File: src/rtl/fetch_pc_generator_pkg.sv
// Shared fetch definitions: FSM encodings, instruction size, alignment.
// Reused by the fetch PC generator and the execute-stage redirect logic.
package fetch_pc_generator_pkg;

    typedef enum logic [1:0] {
        ST_RESET = 2'd0,
        ST_RUN   = 2'd1,
        ST_HALT  = 2'd2
    } fetch_state_t;

    localparam logic [31:0] L_INST_BYTES = 32'd4;
    localparam logic [31:0] L_ALIGN_MASK = 32'hFFFF_FFFC;

    function automatic logic [31:0] word_align(input logic [31:0] a);
        return a & L_ALIGN_MASK;
    endfunction

endpackage

File: src/rtl/fetch_pc_generator.sv
// Fetch-address generator: one predictor search per cycle, steers to
// predicted targets, presents {addr, prediction} slots to fetch.
module fetch_pc_generator #(
    parameter logic [31:0] P_RESET_PC = 32'h0000_0000
) (
    input  logic        iCLOCK,
    input  logic        inRESET,
    input  logic        iREDIRECT_VALID,
    input  logic [31:0] iREDIRECT_ADDR,
    input  logic        iHALT_REQ,
    output logic        oPRED_SEARCH_STB,
    output logic [31:0] oPRED_SEARCH_ADDR,
    output logic        oPRED_SEARCH_LOCK,
    input  logic        iPRED_VALID,
    input  logic        iPRED_BRANCH,
    input  logic [31:0] iPRED_ADDR,
    output logic        oFETCH_REQ,
    output logic [31:0] oFETCH_ADDR,
    output logic        oFETCH_PRED_BRANCH,
    output logic [31:0] oFETCH_PRED_ADDR,
    input  logic        iFETCH_BUSY
);
    import fetch_pc_generator_pkg::*;

    fetch_state_t r_state;
    fetch_state_t next_state;
    logic [31:0]  r_pc;
    logic [31:0]  r_if_addr;
    logic         r_if_valid;
    logic         stall;
    logic         taken;
    logic         run_go;
    logic         stb;
    logic         lock;

    // A result is only meaningful for the slot in flight; this masks
    // results of squashed wrong-path searches.
    assign taken  = r_if_valid && iPRED_VALID && iPRED_BRANCH;
    assign stall  = r_if_valid && iFETCH_BUSY;
    assign run_go = !iREDIRECT_VALID && (r_state == ST_RUN) && !stall;

    always_ff @(posedge iCLOCK or negedge inRESET) begin
        if (!inRESET) begin
            r_state <= ST_RESET;
        end else begin
            r_state <= next_state;
        end
    end

    always_comb begin
        next_state = r_state;
        if (iREDIRECT_VALID) begin
            next_state = ST_RUN;
        end else begin
            unique case (r_state)
                ST_RESET: next_state = ST_RUN;
                ST_RUN: begin
                    if (!stall && iHALT_REQ) begin
                        next_state = ST_HALT;
                    end
                end
                ST_HALT: next_state = ST_HALT;
                default: next_state = ST_RESET;
            endcase
        end
    end

    always_comb begin
        stb  = 1'b0;
        lock = 1'b0;
        if (!iREDIRECT_VALID && (r_state == ST_RUN)) begin
            lock = stall;
            stb  = !stall && !iHALT_REQ;
        end
    end

    always_ff @(posedge iCLOCK or negedge inRESET) begin
        if (!inRESET) begin
            r_pc       <= word_align(P_RESET_PC);
            r_if_valid <= 1'b0;
            r_if_addr  <= 32'h0;
        end else if (iREDIRECT_VALID) begin
            r_pc       <= word_align(iREDIRECT_ADDR);
            r_if_valid <= 1'b0;
        end else if (run_go) begin
            if (taken) begin
                r_pc       <= word_align(iPRED_ADDR);
                r_if_valid <= 1'b0;
            end else if (iHALT_REQ) begin
                r_if_valid <= 1'b0;
            end else begin
                r_pc       <= r_pc + L_INST_BYTES;
                r_if_valid <= 1'b1;
                r_if_addr  <= r_pc;
            end
        end else if (r_state != ST_RUN) begin
            r_if_valid <= 1'b0;
        end
    end

    assign oPRED_SEARCH_STB   = stb;
    assign oPRED_SEARCH_ADDR  = stb ? r_pc : 32'h0;
    assign oPRED_SEARCH_LOCK  = lock;
    assign oFETCH_REQ         = r_if_valid;
    assign oFETCH_ADDR        = r_if_addr;
    assign oFETCH_PRED_BRANCH = taken;
    assign oFETCH_PRED_ADDR   = taken ? word_align(iPRED_ADDR) : 32'h0;

endmodule

File: config.mk
export PLATFORM = sky130hd
export DESIGN_NAME = fetch_pc_generator
export DESIGN_NICKNAME = d
export VERILOG_FILES = /design/src/rtl/fetch_pc_generator_pkg.sv /design/src/rtl/fetch_pc_generator.sv
export SDC_FILE = /design/constraint.sdc
export NUM_CORES = 1
export LEC_CHECK = 0
export ABC_AREA = 1
export CORE_MARGIN = 10
export CORE_UTILIZATION = 47
export CTS_CLUSTER_SIZE = 30
export DETAILED_ROUTE_END_ITERATION = 10
export PLACE_DENSITY = 0.92
export SETUP_SLACK_MARGIN = 0.1
export SYNTH_ARGS = -nofsm -noshare
export SYNTH_HDL_FRONTEND = slang
export SYNTH_SLANG_ARGS = --single-unit
File: constraint.sdc
create_clock -name iCLOCK -period 3.7 [get_ports iCLOCK]
set_input_delay 0.555 -clock iCLOCK [delete_from_list [all_inputs] [get_ports iCLOCK]]
set_output_delay 0.555 -clock iCLOCK [all_outputs]
set_load 0.02 [all_outputs]
==> flow_summary.yaml, run 1 <==
status:
  outcome: "complete, no violations"
critical_path:
  crit_required_ns: 3.14
  path_max_fanout: 17
  cp-end-kind: "primary output"
  critPathArrivalTime_ns: 2.51
  start_kind: "primary input"
  worst-setup-path-type: "primary input to primary output"
power:
  power.leakage_uw: 0.00286
  ir_drop_mv: 0.234
  intPower_uw: 1890
  swShare_pct: 42.4
  seqPwrFrac_pct: 35.3
  p_sw_uw: 1390
  clock_power_share_pct: 17.8
  p_comb_share_pct: 46.9
  p_per_area_mw_per_mm2: 556
place:
  portBuffers: 160
  post-dp-hpwl_um: 11500
  place_ws_ns: 0.649
  place.gp.congestion: 0.943
clock_tree:
  post_cts_resized: 0
  cts_made_buffers: 9
  cts_tree: "built"
  post-cts-setup-buffer-count: 0
  cts_root_buf: "clkbuf_8"
  ctsHoldBuffers: 0
  clkTransAtPathRegs_ns: 0.07
  clk_latency_ns: 0.34
  htreeDepth: 3
  cts_sinks: 63
  cts_buffer_depth: 2
final_layout:
  fin_nets: 875
  layout_commonest_cell: "nand2_1"
  fill_cells: 719
  layout-drive-gt1-share_pct: 4.47
  area_growth_pct: 44.5
  diodes: 0
  final_cell_mix: "194 x nand2_1, 159 x clkdlybuf4s50_1, 145 x nor2_1"
drt:
  drt_iter0_markers: 348
  vias_per_cell: 5.32
  vias: 4845
  drcViolationCount: 0
  drt-total-wl_um: 14400
  ant_nets: 0
  routedWlPerCell_um: 15.8
  first_pass_iters: 5
sta:
  setup_violations: 0
  postLayoutSetupSlackWorst_ns: 0.639
  max_clock_freq_ghz: 0.327
  fin_crit_ns: 3.06
  tns_ns: 0
  tightest_slew_ns: 0.567
  whs_ns: 0.134
  rsz0062_at_grt: "false"
  hold_viol: 0
  period_share_pct: 82.7
  clock-skew-final_ns: 0.00819
  relSlewSlack_pct: 62.1
  maxSlewViolCount: 0
floorplan:
  start_util_pct: 49.1
  die_w_um: 113
  dieArea_mm2: 0.0128
  die_h_um: 113
  row_count: 33
  coreArea_mm2: 0.00834
  io_pins: 171
run:
  maxCapViolCount: 0
logic_synthesis:
  synth-edff-count: 0
  synthFlopType: "dfrtp_1"
  synth_area_mm2: 0.00409
  yosys_warnings: 0
  ys_seq_elements: 63
  syn-instance-count: 651
  avgSynthCellArea_um2: 6.28
  synthArstFlopShare_pct: 100
  netlist.area_leader.share_pct: 38.5
  synth_top_area_cell: "dfrtp_1"
  synth_cell_type_count: 29
  yosysSeqAreaShare_pct: 38.5
  synth_top_cells_by_area: "dfrtp_1 39%, nand2_1 18%, nor2_1 13%"
global_route:
  grt_max_degree: 61
  antenna_found_initial: 0
  grt_pass1_vias: 4813
  grt_pass1_wl_um: 23500
  track_usage_pct: 21.9
  grt_overflow: 0
min_path:
  hp-class: "primary input to async pin"
## cells in the mapped netlist (3+ instances only)
master	n
o21ai_0	59
clkbuf_1	13
buf_1	5
o211ai_1	9
nor2_2	6
dfrtp_1	63
buf_4	6
nor2_1	145
inv_1	69
nand2_1	194
a21oi_1	3
nand3_1	52
ha_1	3
buf_2	5
## worst max-delay path: stages
cell             delay, ns
clkdlybuf4s50_1       0.42
nand3_2               0.15
clkinv_1              0.45
nand2_1               0.29
inv_1                 0.07
clkdlybuf4s50_1       0.56
## area by class of cell
class	instances	area, µm²	share of cell area [%]
multi-input combinational	488	2100	35.5
timing repair buffer	166	1640	27.8
sequential	63	1580	26.7
inverter	73	277	4.68
tap	105	131	2.22
clock buffer	10	128	2.16
clock inverter	6	61.3	1.04
## kinds of logic (layout without fill, tap and decap cells)
| family | Yosys count | count (layout) | synth area share (%) |
|---|---|---|---|
| buffers and inverters | 105 | 255 | 10.8 |
| AOI/OAI and AO/OA | 75 | 75 | 9.88 |
| adders and majority gates | 3 | 3 | 0.918 |
| DFF | 63 | 63 | 38.5 |
| and+or+nand+nor | 404 | 404 | 39.8 |
| other | 1 | 6 | 0.0917 |
## final timing paths
path                                             startpoint                           to  slack (ns)  cells after the start
min in group iCLOCK             oFETCH_ADDR[14]$_DFFE_PN0P_  oFETCH_ADDR[14]$_DFFE_PN0P_        0.49                      2
worst max register to register       oFETCH_REQ$_DFFE_PN0P_         r_pc[14]$_DFFE_PN0P_        1.24                      8
worst min-delay path                                inRESET       r_state[0]$_DFFE_PN0P_        0.13                      1
worst min register to register  oFETCH_ADDR[14]$_DFFE_PN0P_  oFETCH_ADDR[14]$_DFFE_PN0P_        0.49                      2
worst max-delay path                            iPRED_VALID         oFETCH_PRED_ADDR[14]        0.64                      6
max in group asynchronous                           inRESET  oFETCH_ADDR[12]$_DFFE_PN0P_        2.64                      2
## state kept, by name (all words and copies together) (netlist names)
register	count
oFETCH_REQ	1
r_pc	30
oFETCH_ADDR	30
r_state	2
## stage by stage
stage	total power [µW]	cell area, µm²	cells	utilization [%]
global route	3510	5910	911	70.9
global placement	2650	5720	895	68.6
floorplan	1980	4110	656	-
detailed placement	2700	5720	895	68.6
CTS	3290	5910	911	70.9
finish	3290	5910	911	70.9
## power groups by stage
stage | Sequential (µW) | Combinational (µW) | Clock (µW)
2_1_floorplan | 1310 | 671 | 0
3_3_place_gp | 1150 | 1500 | 0
3_5_place_dp | 1160 | 1540 | 0
4_1_cts | 1160 | 1550 | 588
5_1_grt | 1200 | 1690 | 618
6_report | 1160 | 1540 | 585
## metal layers
layer / GRT usage [%] / vias up / wire length [µm] / share of wire [%]
met1: 26.5 / 2306 / 5850 / 41
met2: 36.3 / 206 / 6910 / 48
met3: 6.71 / 26 / 1350 / 9.4
li1: - / 2307 / - / -
met4: 6.60 / 0 / 297 / 2.1
met5: 0 / - / 0 / 0
(Power assumes the default switching activity.)
==> run 2, diff against run 1 <==
--- a/config.mk
+++ b/config.mk
@@ -7,10 +7,10 @@
 export LEC_CHECK = 0
 export ABC_AREA = 1
 export CORE_MARGIN = 10
-export CORE_UTILIZATION = 47
+export CORE_UTILIZATION = 39
 export CTS_CLUSTER_SIZE = 30
 export DETAILED_ROUTE_END_ITERATION = 10
-export PLACE_DENSITY = 0.92
+export PLACE_DENSITY = 0.82
 export SETUP_SLACK_MARGIN = 0.1
 export SYNTH_ARGS = -nofsm -noshare
 export SYNTH_HDL_FRONTEND = slang
==> constraint.sdc (replaced) <==
create_clock -name iCLOCK -period 2.6 [get_ports iCLOCK]
set_input_delay 0.39 -clock iCLOCK [delete_from_list [all_inputs] [get_ports iCLOCK]]
set_output_delay 0.39 -clock iCLOCK [all_outputs]
set_load 0.02 [all_outputs]
==> run 2 against run 1 <==
Net effect: utilization shrank 11 points; power rose by 50%; critical path depth is 2 higher; design area increased by 3.6%.
==> flow_summary.yaml, run 2 (synthesized netlist as in run 1, its figures left out) <==
sta:
  tightest_slew_ns: 0.586
  setup_violations: 0
  whs_ns: 0.0364
  rsz0062_at_grt: "false"
  relSlewSlack_pct: 60.9
  postLayoutSetupSlackWorst_ns: 0.238
  hold_viol: 0
  fin_crit_ns: 2.36
  maxSlewViolCount: 0
  tns_ns: 0
  period_share_pct: 90.9
  clock-skew-final_ns: 0.00938
  max_clock_freq_ghz: 0.423
global_route:
  grt_pass1_wl_um: 22500
  grt_max_degree: 61
  grt_overflow: 0
  track_usage_pct: 18.6
  antenna_found_initial: 0
  grt_pass1_vias: 4328
floorplan:
  start_util_pct: 39.8
  io_pins: 171
  coreArea_mm2: 0.0103
  dieArea_mm2: 0.0150
  die_h_um: 122
  row_count: 37
  die_w_um: 122
final_layout:
  layout_commonest_cell: "nand2_1"
  fill_cells: 960
  fin_nets: 885
  diodes: 0
  final_util_pct: 59.6
  fin_cells: 951
  area_growth_pct: 49.7
  regArea_mm2: 0.00158
  final_cell_mix: "194 x nand2_1, 145 x nor2_1, 127 x clkdlybuf4s50_1"
  multi_input_area_mm2: 0.00210
  layout-drive-gt1-share_pct: 5.52
critical_path:
  crit_start: "r_state[1]$_DFFE_PN0P_"
  cp_top_family: "buffers and inverters"
  cp-end-kind: "primary output"
  rr_startpoint: "r_pc[3]$_DFFE_PN0P_"
  start_kind: "register"
  path_max_fanout: 23
  crit_required_ns: 2.21
  cp_num_buf_inv: 4
  slowest_stage: "dfrtp_1"
  max_stage_delay_ns: 0.36
  path_cells: "inv_1 -> ha_1 -> nand2_2 -> nor3_4 -> inv_2 -> buf_12 -> nor2_1 -> dlygate4sd2_1"
  critPathArrivalTime_ns: 1.97
  worst-setup-path-type: "register to primary output"
min_path:
  hp-class: "primary input to async pin"
clock_tree:
  htreeDepth: 3
  cts_made_buffers: 9
  cts_sinks: 63
  clkTransAtPathRegs_ns: 0.07
  cts_buffer_depth: 2
  post-cts-setup-buffer-count: 0
  clk_latency_ns: 0.34
  cts_root_buf: "clkbuf_8"
  cts_tree: "built"
  ctsHoldBuffers: 0
place:
  post-dp-hpwl_um: 11400
  portBuffers: 160
  place.gp.congestion: 0.940
  placed_cells: 936
  place_ws_ns: 0.0613
run:
  maxCapViolCount: 0
power:
  power.leakage_uw: 0.00313
  p_comb_share_pct: 45.2
  intPower_uw: 2960
  p_sw_uw: 1970
  clock_power_share_pct: 21.4
  p_per_area_mw_per_mm2: 806
  seqPwrFrac_pct: 33.4
  ir_drop_mv: 0.376
  swShare_pct: 40.0
drt:
  drt_iter0_markers: 427
  vias: 4607
  routedWlPerCell_um: 14.9
  drt-total-wl_um: 14200
  ant_nets: 0
  vias_per_cell: 4.84
  drcViolationCount: 0
  first_pass_iters: 5
status:
  outcome: "complete, no violations"
-- run 2: worst paths after layout --
check | to | slack [ns] | cells after the start
worst max-delay path | oPRED_SEARCH_ADDR[14] | 0.24 | 8
min in group iCLOCK | oFETCH_ADDR[2]$_DFFE_PN0P_ | 0.48 | 2
worst min-delay path | oFETCH_REQ$_DFFE_PN0P_ | 0.04 | 1
worst max register to register | r_pc[28]$_DFFE_PN0P_ | 0.76 | 12
worst min register to register | oFETCH_ADDR[2]$_DFFE_PN0P_ | 0.48 | 2
max in group asynchronous | oFETCH_ADDR[27]$_DFFE_PN0P_ | 1.94 | 2
-- run 2: layer usage --
| layer | up-vias | global-route usage, % | routed length [µm] |
|---|---|---|---|
| met5 | - | 0 | 0 |
| met4 | 0 | 6.70 | 280 |
| met3 | 21 | 4.18 | 1190 |
| met2 | 170 | 29.6 | 6510 |
| met1 | 2095 | 24.2 | 6220 |
| li1 | 2321 | - | - |
-- run 2: power groups by stage --
stage | sequential [µW] | clock [µW] | combinational, µW
floorplan | 1860 | 0 | 955
global placement | 1640 | 0 | 2250
detailed placement | 1650 | 0 | 2280
CTS | 1640 | 1060 | 2250
global route | 1690 | 1120 | 2460
finish | 1650 | 1060 | 2230
-- run 2: repair_timing --
| item | 4_1_cts | 5_1_grt |
|---|---|---|
| setup endpoints to repair | 30 | 2 |
| resized for setup | 30 | 2 |
| hold endpoints to repair | 0 | 0 |
| pin swaps | 0 | 0 |
-- run 2: worst reg2reg max path, stage by stage, from the launching register on --
cell     delay, ns
dfrtp_1       0.38
ha_1          0.22
nand2_1       0.13
nor2_2        0.15
nand2_1       0.17
nor2_1        0.23
nand2_1       0.08
nand2_1       0.06
nand2_1       0.07
nand2_1       0.09
nand2_1       0.05
nand2_1       0.05
nand2_1       0.04
-- run 2: metrics by stage --
step | cell area [µm²] | power (µW)
after CTS | 6120 | 4950
after global routing | 6120 | 5270
after floorplan | 4110 | 2820
after global placement | 5910 | 3880
final | 6120 | 4940
after detailed placement | 5910 | 3930
-- run 2: layout make-up --
type / instances / share of cell area, %
clock buffers: 12 / 2.53
well taps: 136 / 2.78
multi-input cells: 488 / 34.2
repair buffers: 176 / 28.7
inverters: 73 / 4.51
clock inverters: 3 / 1.47
flip-flops and latches: 63 / 25.7
